$ cat src/rtl/sd_cmd_pkg.sv
// SD CMD-line shared types and constants.
// Used by the CMD receive sequencer and CRC7 engines.
package sd_cmd_pkg;

  typedef enum logic [1:0] {
    CMD_IDLE       = 2'd0,
    CMD_WAIT_START = 2'd1,
    CMD_RECEIVE    = 2'd2,
    CMD_DONE       = 2'd3
  } cmd_rx_state_t;

  localparam logic [6:0] CRC7_POLY   = 7'h09;
  localparam int         RESP_LEN_R1 = 48;

endpackage

$ cat src/rtl/crc7_serial.sv
// Serial CRC7 LFSR (x^7+x^3+1), one bit per shift_en.
// Ports: clk, reset (sync), clear, shift_en, din, crc[6:0].
module crc7_serial
  import sd_cmd_pkg::*;
(
  input  logic       clk,
  input  logic       reset,
  input  logic       clear,
  input  logic       shift_en,
  input  logic       din,
  output logic [6:0] crc
);

  logic [6:0] r_crc;
  logic       w_fb;

  assign w_fb = din ^ r_crc[6];
  assign crc  = r_crc;

  always_ff @(posedge clk) begin
    if (reset || clear) begin
      r_crc <= 7'h00;
    end else if (shift_en) begin
      r_crc <= {r_crc[5:0], 1'b0} ^ (w_fb ? CRC7_POLY : 7'h00);
    end
  end

endmodule

$ cat src/rtl/cmd_resp_rx_ctrl.sv
// SD CMD response receiver: start-bit detect, MSB-first
// deserialise, CRC7/end-bit check, N_CR timeout.
// Ports: clk, reset (sync), enable (sample strobe), cmd_in,
// arm, busy, resp_valid/resp_ready handshake, resp_data,
// crc_ok, end_ok, timeout.
module cmd_resp_rx_ctrl
  import sd_cmd_pkg::*;
#(
  parameter int RESP_BITS = RESP_LEN_R1,
  parameter int TIMEOUT   = 64
) (
  input  logic                 clk,
  input  logic                 reset,
  input  logic                 enable,
  input  logic                 cmd_in,
  input  logic                 arm,
  output logic                 busy,
  output logic                 resp_valid,
  input  logic                 resp_ready,
  output logic [RESP_BITS-1:0] resp_data,
  output logic                 crc_ok,
  output logic                 end_ok,
  output logic                 timeout
);

  localparam int TW = $clog2(TIMEOUT + 1);
  localparam int CW = $clog2(RESP_BITS + 1);

  localparam logic [TW-1:0] TO_LAST  = TW'(TIMEOUT);
  localparam logic [CW-1:0] BIT_LAST = CW'(RESP_BITS);
  localparam logic [CW-1:0] CRC_LAST = CW'(RESP_BITS - 8);

  cmd_rx_state_t        r_state;
  logic [TW-1:0]        r_tcnt;
  logic [CW-1:0]        r_bcnt;
  logic [RESP_BITS-1:0] r_sr;
  logic                 r_crc_ok;
  logic                 r_end_ok;
  logic                 r_timeout;

  logic [TW-1:0]        w_tcnt_nxt;
  logic [CW-1:0]        w_bcnt_nxt;
  logic [RESP_BITS-1:0] w_sr_nxt;
  logic [6:0]           w_crc;
  logic                 w_crc_clr;
  logic                 w_crc_en;
  logic                 w_in_wait;
  logic                 w_in_recv;

  assign w_tcnt_nxt = r_tcnt + 1'b1;
  assign w_bcnt_nxt = r_bcnt + 1'b1;
  assign w_sr_nxt   = {r_sr[RESP_BITS-2:0], cmd_in};

  assign w_in_wait = (r_state == CMD_WAIT_START);
  assign w_in_recv = (r_state == CMD_RECEIVE);

  // The sampled bit is number r_bcnt+1; only the header and
  // payload (bits 1..RESP_BITS-8) go into the CRC.
  assign w_crc_clr = (r_state == CMD_IDLE);
  assign w_crc_en  = enable &
                     ((w_in_wait & ~cmd_in) |
                      (w_in_recv & (r_bcnt < CRC_LAST)));

  crc7_serial u_crc (
    .clk      (clk),
    .reset    (reset),
    .clear    (w_crc_clr),
    .shift_en (w_crc_en),
    .din      (cmd_in),
    .crc      (w_crc)
  );

  always_ff @(posedge clk) begin
    if (reset) begin
      r_state   <= CMD_IDLE;
      r_tcnt    <= '0;
      r_bcnt    <= '0;
      r_sr      <= '0;
      r_crc_ok  <= 1'b0;
      r_end_ok  <= 1'b0;
      r_timeout <= 1'b0;
    end else begin
      unique case (r_state)
        CMD_IDLE: begin
          r_tcnt    <= '0;
          r_bcnt    <= '0;
          r_sr      <= '0;
          r_crc_ok  <= 1'b0;
          r_end_ok  <= 1'b0;
          r_timeout <= 1'b0;
          if (arm) r_state <= CMD_WAIT_START;
        end
        CMD_WAIT_START: begin
          if (enable) begin
            if (!cmd_in) begin
              r_sr    <= w_sr_nxt;
              r_bcnt  <= CW'(1);
              r_state <= CMD_RECEIVE;
            end else begin
              r_tcnt <= w_tcnt_nxt;
              if (w_tcnt_nxt == TO_LAST) begin
                r_timeout <= 1'b1;
                r_state   <= CMD_DONE;
              end
            end
          end
        end
        CMD_RECEIVE: begin
          if (enable) begin
            r_sr   <= w_sr_nxt;
            r_bcnt <= w_bcnt_nxt;
            // On the last bit, r_sr[6:0] becomes resp_data[7:1].
            if (w_bcnt_nxt == BIT_LAST) begin
              r_crc_ok <= (w_crc == r_sr[6:0]);
              r_end_ok <= cmd_in;
              r_state  <= CMD_DONE;
            end
          end
        end
        CMD_DONE: begin
          if (resp_ready) r_state <= CMD_IDLE;
        end
      endcase
    end
  end

  assign busy       = (r_state != CMD_IDLE);
  assign resp_valid = (r_state == CMD_DONE);
  assign resp_data  = r_sr;
  assign crc_ok     = r_crc_ok;
  assign end_ok     = r_end_ok;
  assign timeout    = r_timeout;

endmodule

$ cat config.mk
export PLATFORM = sky130hd
export DESIGN_NAME = cmd_resp_rx_ctrl
export DESIGN_NICKNAME = d
export VERILOG_FILES = /design/src/rtl/sd_cmd_pkg.sv /design/src/rtl/crc7_serial.sv /design/src/rtl/cmd_resp_rx_ctrl.sv
export SDC_FILE = /design/constraint.sdc
export NUM_CORES = 1
export LEC_CHECK = 0
export CAP_MARGIN = 20
export CORE_AREA = 10 10 101 103
export DETAILED_ROUTE_END_ITERATION = 6
export DIE_AREA = 0 0 111 113
export PLACE_DENSITY = 0.68
export SYNTH_ARGS = -nofsm -noshare
export SYNTH_HDL_FRONTEND = slang
export SYNTH_SLANG_ARGS = --single-unit
$ cat constraint.sdc
create_clock -name clk -period 5.7 [get_ports clk]
set_input_delay 0.57 -clock clk [delete_from_list [all_inputs] [get_ports clk]]
set_output_delay 0.57 -clock clk [all_outputs]
set_load 0.01 [all_outputs]
Yosys cells after proc, flatten, opt, wreduce, memory -nomap -nowiden
Index checks and enable logic that the tools add are counted.
Widths: inputs -> output; s select.

word-level totals
  bits in registers = 73
  input bits = 6
  output and inout port bits = 53
  logic and storage cells = 74

cells by class
  $add $sub $neg = 2
  magnitude comparators = 1
  equality and inequality tests = 15
  mux-type cells = 30
  bitwise logic cells = 7
  reductions and logical operators = 11

operators by type and width
  cell                 count
  $mux 48              3
  $pmux 48 s3          1
  $mux 6               3
  $pmux 6 s3           1
  $mux 2               7
  $mux 7               2
  $pmux 7 s2           1
  $ne 2x2->1 const B   5
  $pmux 2 s4           1
  $reduce_and 4->1     2
  $add 7x1->7 const B  1
  $eq 7x7->1           1
  $eq 7x7->1 const B   1
  $mux 1               7
  $xor 7x7->7          1
  $add 6x1->6 const B  1
  $eq 6x6->1 const B   1
  $lt 6x6->1 const B   1
  $ne 2x1->1 const B   3
  $pmux 1 s2           3
  $reduce_and 3->1     2
  $reduce_and 6->1     1
  $reduce_bool 2->1    3
  $eq 2x2->1 const B   2
  other kinds (10)     12

Depth between registers and ports, before layout
  depth in word-level cells = 6
  gate-level depth with buffers = 9
  mapped depth without buffers = 7

Cells and area by module
Synthesis repeated with hierarchy kept, for this count alone.

unflattened totals
  cells, all modules = 389
  area, all modules = 3143.0 µm²

by module, submodules not included
  module            instances  cells each  area each (µm²)  seq. area each (µm²)
  cmd_resp_rx_ctrl  1          361         2866.5           1321.3
  crc7_serial       1          28          276.5            140.1

Least setup slack after synthesis
Ideal clock, no wire load.

  kind = register -> register
  from = register r_state[1]
  to = register r_bcnt[4]
  library setup time = 70 ps
  arrival time = 1730 ps
  data required time = 5630 ps
  slack = 3900 ps
  cell stages (with the launch flop) = 9
  path buffers = 2
  period minus slack after synthesis = 1800 ps
  path through = dfxtp_1 inv_1 ha_1 buf_2 a21oi_2 o21bai_2 buf_6 or4_1 a21oi_1

on the way
  cells in the longest elaborated chain, start to end = 3
  elaborated cells on any way between the ends = 9
  those cells by class = eq/ne: 5; mux: 1; reduce/logical: 3

RTL lines
  item                                                       RTL line                 text
  start, declared                                            cmd_resp_rx_ctrl.sv:33   cmd_rx_state_t r_state;
  start signal, assigned                                     cmd_resp_rx_ctrl.sv:75   r_state <= CMD_IDLE;
  start signal, assigned                                     cmd_resp_rx_ctrl.sv:91   if (arm) r_state <= CMD_WAIT_START;
  start signal, assigned                                     cmd_resp_rx_ctrl.sv:98   r_state <= CMD_RECEIVE;
  $eq 2x1->1 *                                               -
  net w_in_wait                                              cmd_resp_rx_ctrl.sv:47   logic w_in_wait;
  $ne 2x2->1 (no line) or $reduce_bool 3->1 (tied branches)  -
  $reduce_and 4->1 (no line)                                 -
  end signal, assigned                                       cmd_resp_rx_ctrl.sv:111  r_bcnt <= w_bcnt_nxt;
  end, declared                                              cmd_resp_rx_ctrl.sv:35   logic [CW-1:0] r_bcnt;

Mark *: on every way through the listed nets, which the timed path passes. The rest lies on a longest branch.
A chain may end at the register's enable or synchronous reset.

Final worst setup path
  from = register r_state[0]
  to = output port busy

on the way
  cells in the longest elaborated chain, start to end = 1

RTL lines
  item               RTL line                 text
  $reduce_bool 2->1  cmd_resp_rx_ctrl.sv:127  assign busy = (r_state != CMD_IDLE);
  end, declared      cmd_resp_rx_ctrl.sv:17   output logic busy,

Every way passes these cells.

==> impl_metrics.env <==
export IMPL_status="complete, no violations"
export IMPL_hold_viol_final=0
export IMPL_cts_repair_resized=0
export IMPL_die_area_mm2=0.0125
export IMPL_grt_pass1_wl_um=13700
export IMPL_core_area_mm2=0.00813
export IMPL_initial_core_util=0.393
export IMPL_drc_errors=0
export IMPL_fin_crit_ns=2.41
export IMPL_fillCellCount=778
export IMPL_startpoint_type="flip-flop"
export IMPL_avgSynthCellArea_um2=8.12
export IMPL_synth_cells=394
export IMPL_cp_end_kind="primary output"
export IMPL_cts_tree="built"
export IMPL_rsz0062_at_grt="no"
export IMPL_clkTransAtPathRegs_ns=0.08
export IMPL_grt_pass1_vias=2707
export IMPL_clk_latency_ns=0.34
export IMPL_dp_hpwl_um=5240
export IMPL_power_leakage_nw=1.30
export IMPL_clock_skew_ns=0.00532
export IMPL_grt_antenna_before_repair=0
export IMPL_maxSlewViolCount=0
export IMPL_vias=2918
export IMPL_dieWidth_um=111
export IMPL_cts_hold_buf=0
export IMPL_pin_count=59
export IMPL_cts_inserted_buffers=9
export IMPL_clock_tree_root_cell="clkbuf_8"
export IMPL_required_ns=5.13
export IMPL_clockBufferDepth=2
export IMPL_cts_sinks=73
export IMPL_synth_warnings=0
export IMPL_portBuffers=58
export IMPL_power_density_mw_per_mm2=354
export IMPL_cts_setup_buffers=0
export IMPL_relSlewSlack=0.324
export IMPL_netlist_area_mm2=0.00320
export IMPL_drive_above_1_share=0.0680
export IMPL_fin_cells=546
export IMPL_cap_violations=0
export IMPL_syn_to_final_growth_pct=26.8
export IMPL_postLayoutCoreUtil=0.499
export IMPL_vias_per_cell=5.34
export IMPL_die_h_um=113
export IMPL_drt_iter0_drc=132
export IMPL_dp_cells=529
export IMPL_setup_violations=0
export IMPL_critical_path_class="reg -> out"
export IMPL_crit_fanout=6
export IMPL_syn_num_nets=406
export IMPL_synth_seq_area_share=0.457
export IMPL_period_share=0.423
export IMPL_ant_nets=0
export IMPL_gp_congestion=0.799
export IMPL_rows=33
export IMPL_hold_class="reg -> reg"
export IMPL_whs_ns=0.472
export IMPL_synth_cell_types=47
export IMPL_ys_ff_latch=73
export IMPL_cts_max_level=3
export IMPL_antenna_cells=0
export IMPL_drt_total_wl_um=8060
export IMPL_overflow=0
export IMPL_worst_pin_slew_ns=1.01
export IMPL_cp_data_arrival_time_ns=1.84
export IMPL_grtUsageTotal=0.127
export IMPL_drt_pass1_iterations=6
export IMPL_tns_ns=0
export IMPL_fin_nets=448
export IMPL_grt_max_degree=66
export IMPL_max_freq_mhz=415
export IMPL_avgRoutedWirePerCell_um=14.8
export IMPL_ir_drop_mv=0.189
worst paths after layout:
path	startpoint	to	cells after the start	slack, ns
worst max-delay path	r_state[0]	busy	4	3.29
worst min-delay path	resp_data[30]	resp_data[30]	2	0.47
worst max register to register	r_state[0]	resp_data[7]	6	3.30
worst min register to register	resp_data[30]	resp_data[30]	2	0.47
final cells by class:
cell class | count | area (µm²) | share of cell area
inverters | 6 | 22.5 | 0.00555
multi-input cells | 285 | 1590 | 0.393
repair buffers | 61 | 618 | 0.152
clock inverters | 6 | 90.1 | 0.0222
clock buffers | 10 | 138 | 0.0339
flip-flops and latches | 73 | 1460 | 0.360
well taps | 105 | 131 | 0.0324
worst max-delay path, cell delays in order, from the launching register on:
cell	delay, ns
dfxtp_1	0.43
inv_1	0.10
ha_1	0.24
inv_1	0.17
clkdlybuf4s50_1	0.57
sequential cells by signal, summed over array words and instances, names as in the netlist:
register / count
timeout: 1
r_state: 2
r_bcnt: 6
end_ok: 1
u_crc.crc: 7
crc_ok: 1
r_tcnt: 7
resp_data: 48
metal layers:
layer,GRT usage,up-vias,part of all wire
met5,0,-,0
met4,0.0521,0,0.010
met2,0.203,54,0.50
li1,-,1467,-
met3,0.0428,9,0.056
met1,0.154,1388,0.44
cells in the mapped netlist, drive strengths merged:
| cell type | number | area share |
|---|---|---|
| o32a | 1 | 0.0031 |
| mux2i | 6 | 0.019 |
| a2111oi | 1 | 0.0027 |
| a31oi | 6 | 0.012 |
| a21oi | 66 | 0.10 |
| o21ba | 1 | 0.0031 |
| nand2 | 58 | 0.068 |
| dfxtp | 73 | 0.46 |
| nand4b | 1 | 0.0027 |
| nor4 | 3 | 0.0059 |
| xor2 | 4 | 0.011 |
| and3 | 4 | 0.0078 |
| o21a | 1 | 0.0023 |
| o21bai | 1 | 0.0035 |
| o311ai | 1 | 0.0027 |
| mux2 | 1 | 0.0035 |
| ha | 6 | 0.023 |
| o21ai | 12 | 0.019 |
| a211oi | 1 | 0.0023 |
| buf | 13 | 0.022 |
| xnor2 | 7 | 0.019 |
| o221ai | 1 | 0.0027 |
| nand4 | 5 | 0.0098 |
| or4 | 3 | 0.0070 |
| a311oi | 1 | 0.0027 |
| and2 | 1 | 0.0020 |
| nand3 | 58 | 0.092 |
| nand3b | 1 | 0.0023 |
| o211ai | 1 | 0.0023 |
| nor3 | 3 | 0.0047 |
| a32oi | 1 | 0.0027 |
| nor2 | 16 | 0.020 |
| o31ai | 1 | 0.0023 |
| inv | 6 | 0.0070 |
| or4b | 2 | 0.0063 |
| clkbuf | 17 | 0.021 |
| nor2b | 5 | 0.0098 |
| o311a | 1 | 0.0031 |
| a2bb2oi | 1 | 0.0027 |
| nand2b | 3 | 0.0059 |
placed cells by master, fill, tap and decap left out, types with 2 or more instances in the layout:
cell,instances
buf_4,2
nor3_1,3
nor4_1,3
nand2_1,58
a21oi_1,65
bufinv_16,2
xor2_1,4
nor2b_1,4
xnor2_1,7
o21ai_0,12
a31oi_1,6
and3_1,4
nand4_1,5
nand2b_1,3
ha_1,6
dfxtp_1,73
clkbuf_8,10
or4_1,3
clkdlybuf4s50_1,57
inv_1,5
nand3_1,57
or4b_2,2
mux2i_1,6
nor2_1,15
stage by stage:
step / instance area (µm²) / power [mW] / setup slack [ns]
after floorplan: 3200 / 0.877 / 3.90
after global placement: 3800 / 0.964 / 2.93
after detailed placement: 3800 / 0.963 / 2.89
after CTS: 4030 / 1.42 / 3.22
after global routing: 4060 / 1.52 / 3.00
final: 4060 / 1.43 / 3.29
kinds of logic after synthesis:
logic type	after synthesis	synth area share
simple gates	163	0.244
compound gates	98	0.174
flops	73	0.457
buf+inv	36	0.0493
xor+xnor	11	0.0301
mux	7	0.0223
fa+ha+maj	6	0.0235
where the power goes:
group          internal, mW  leakage, nW  switching, mW
clock network         0.260        0.113          0.197
registers             0.522        0.588         0.0149
logic                 0.129        0.600          0.310
total                 0.911         1.30          0.523
(Power assumes the default switching activity.)
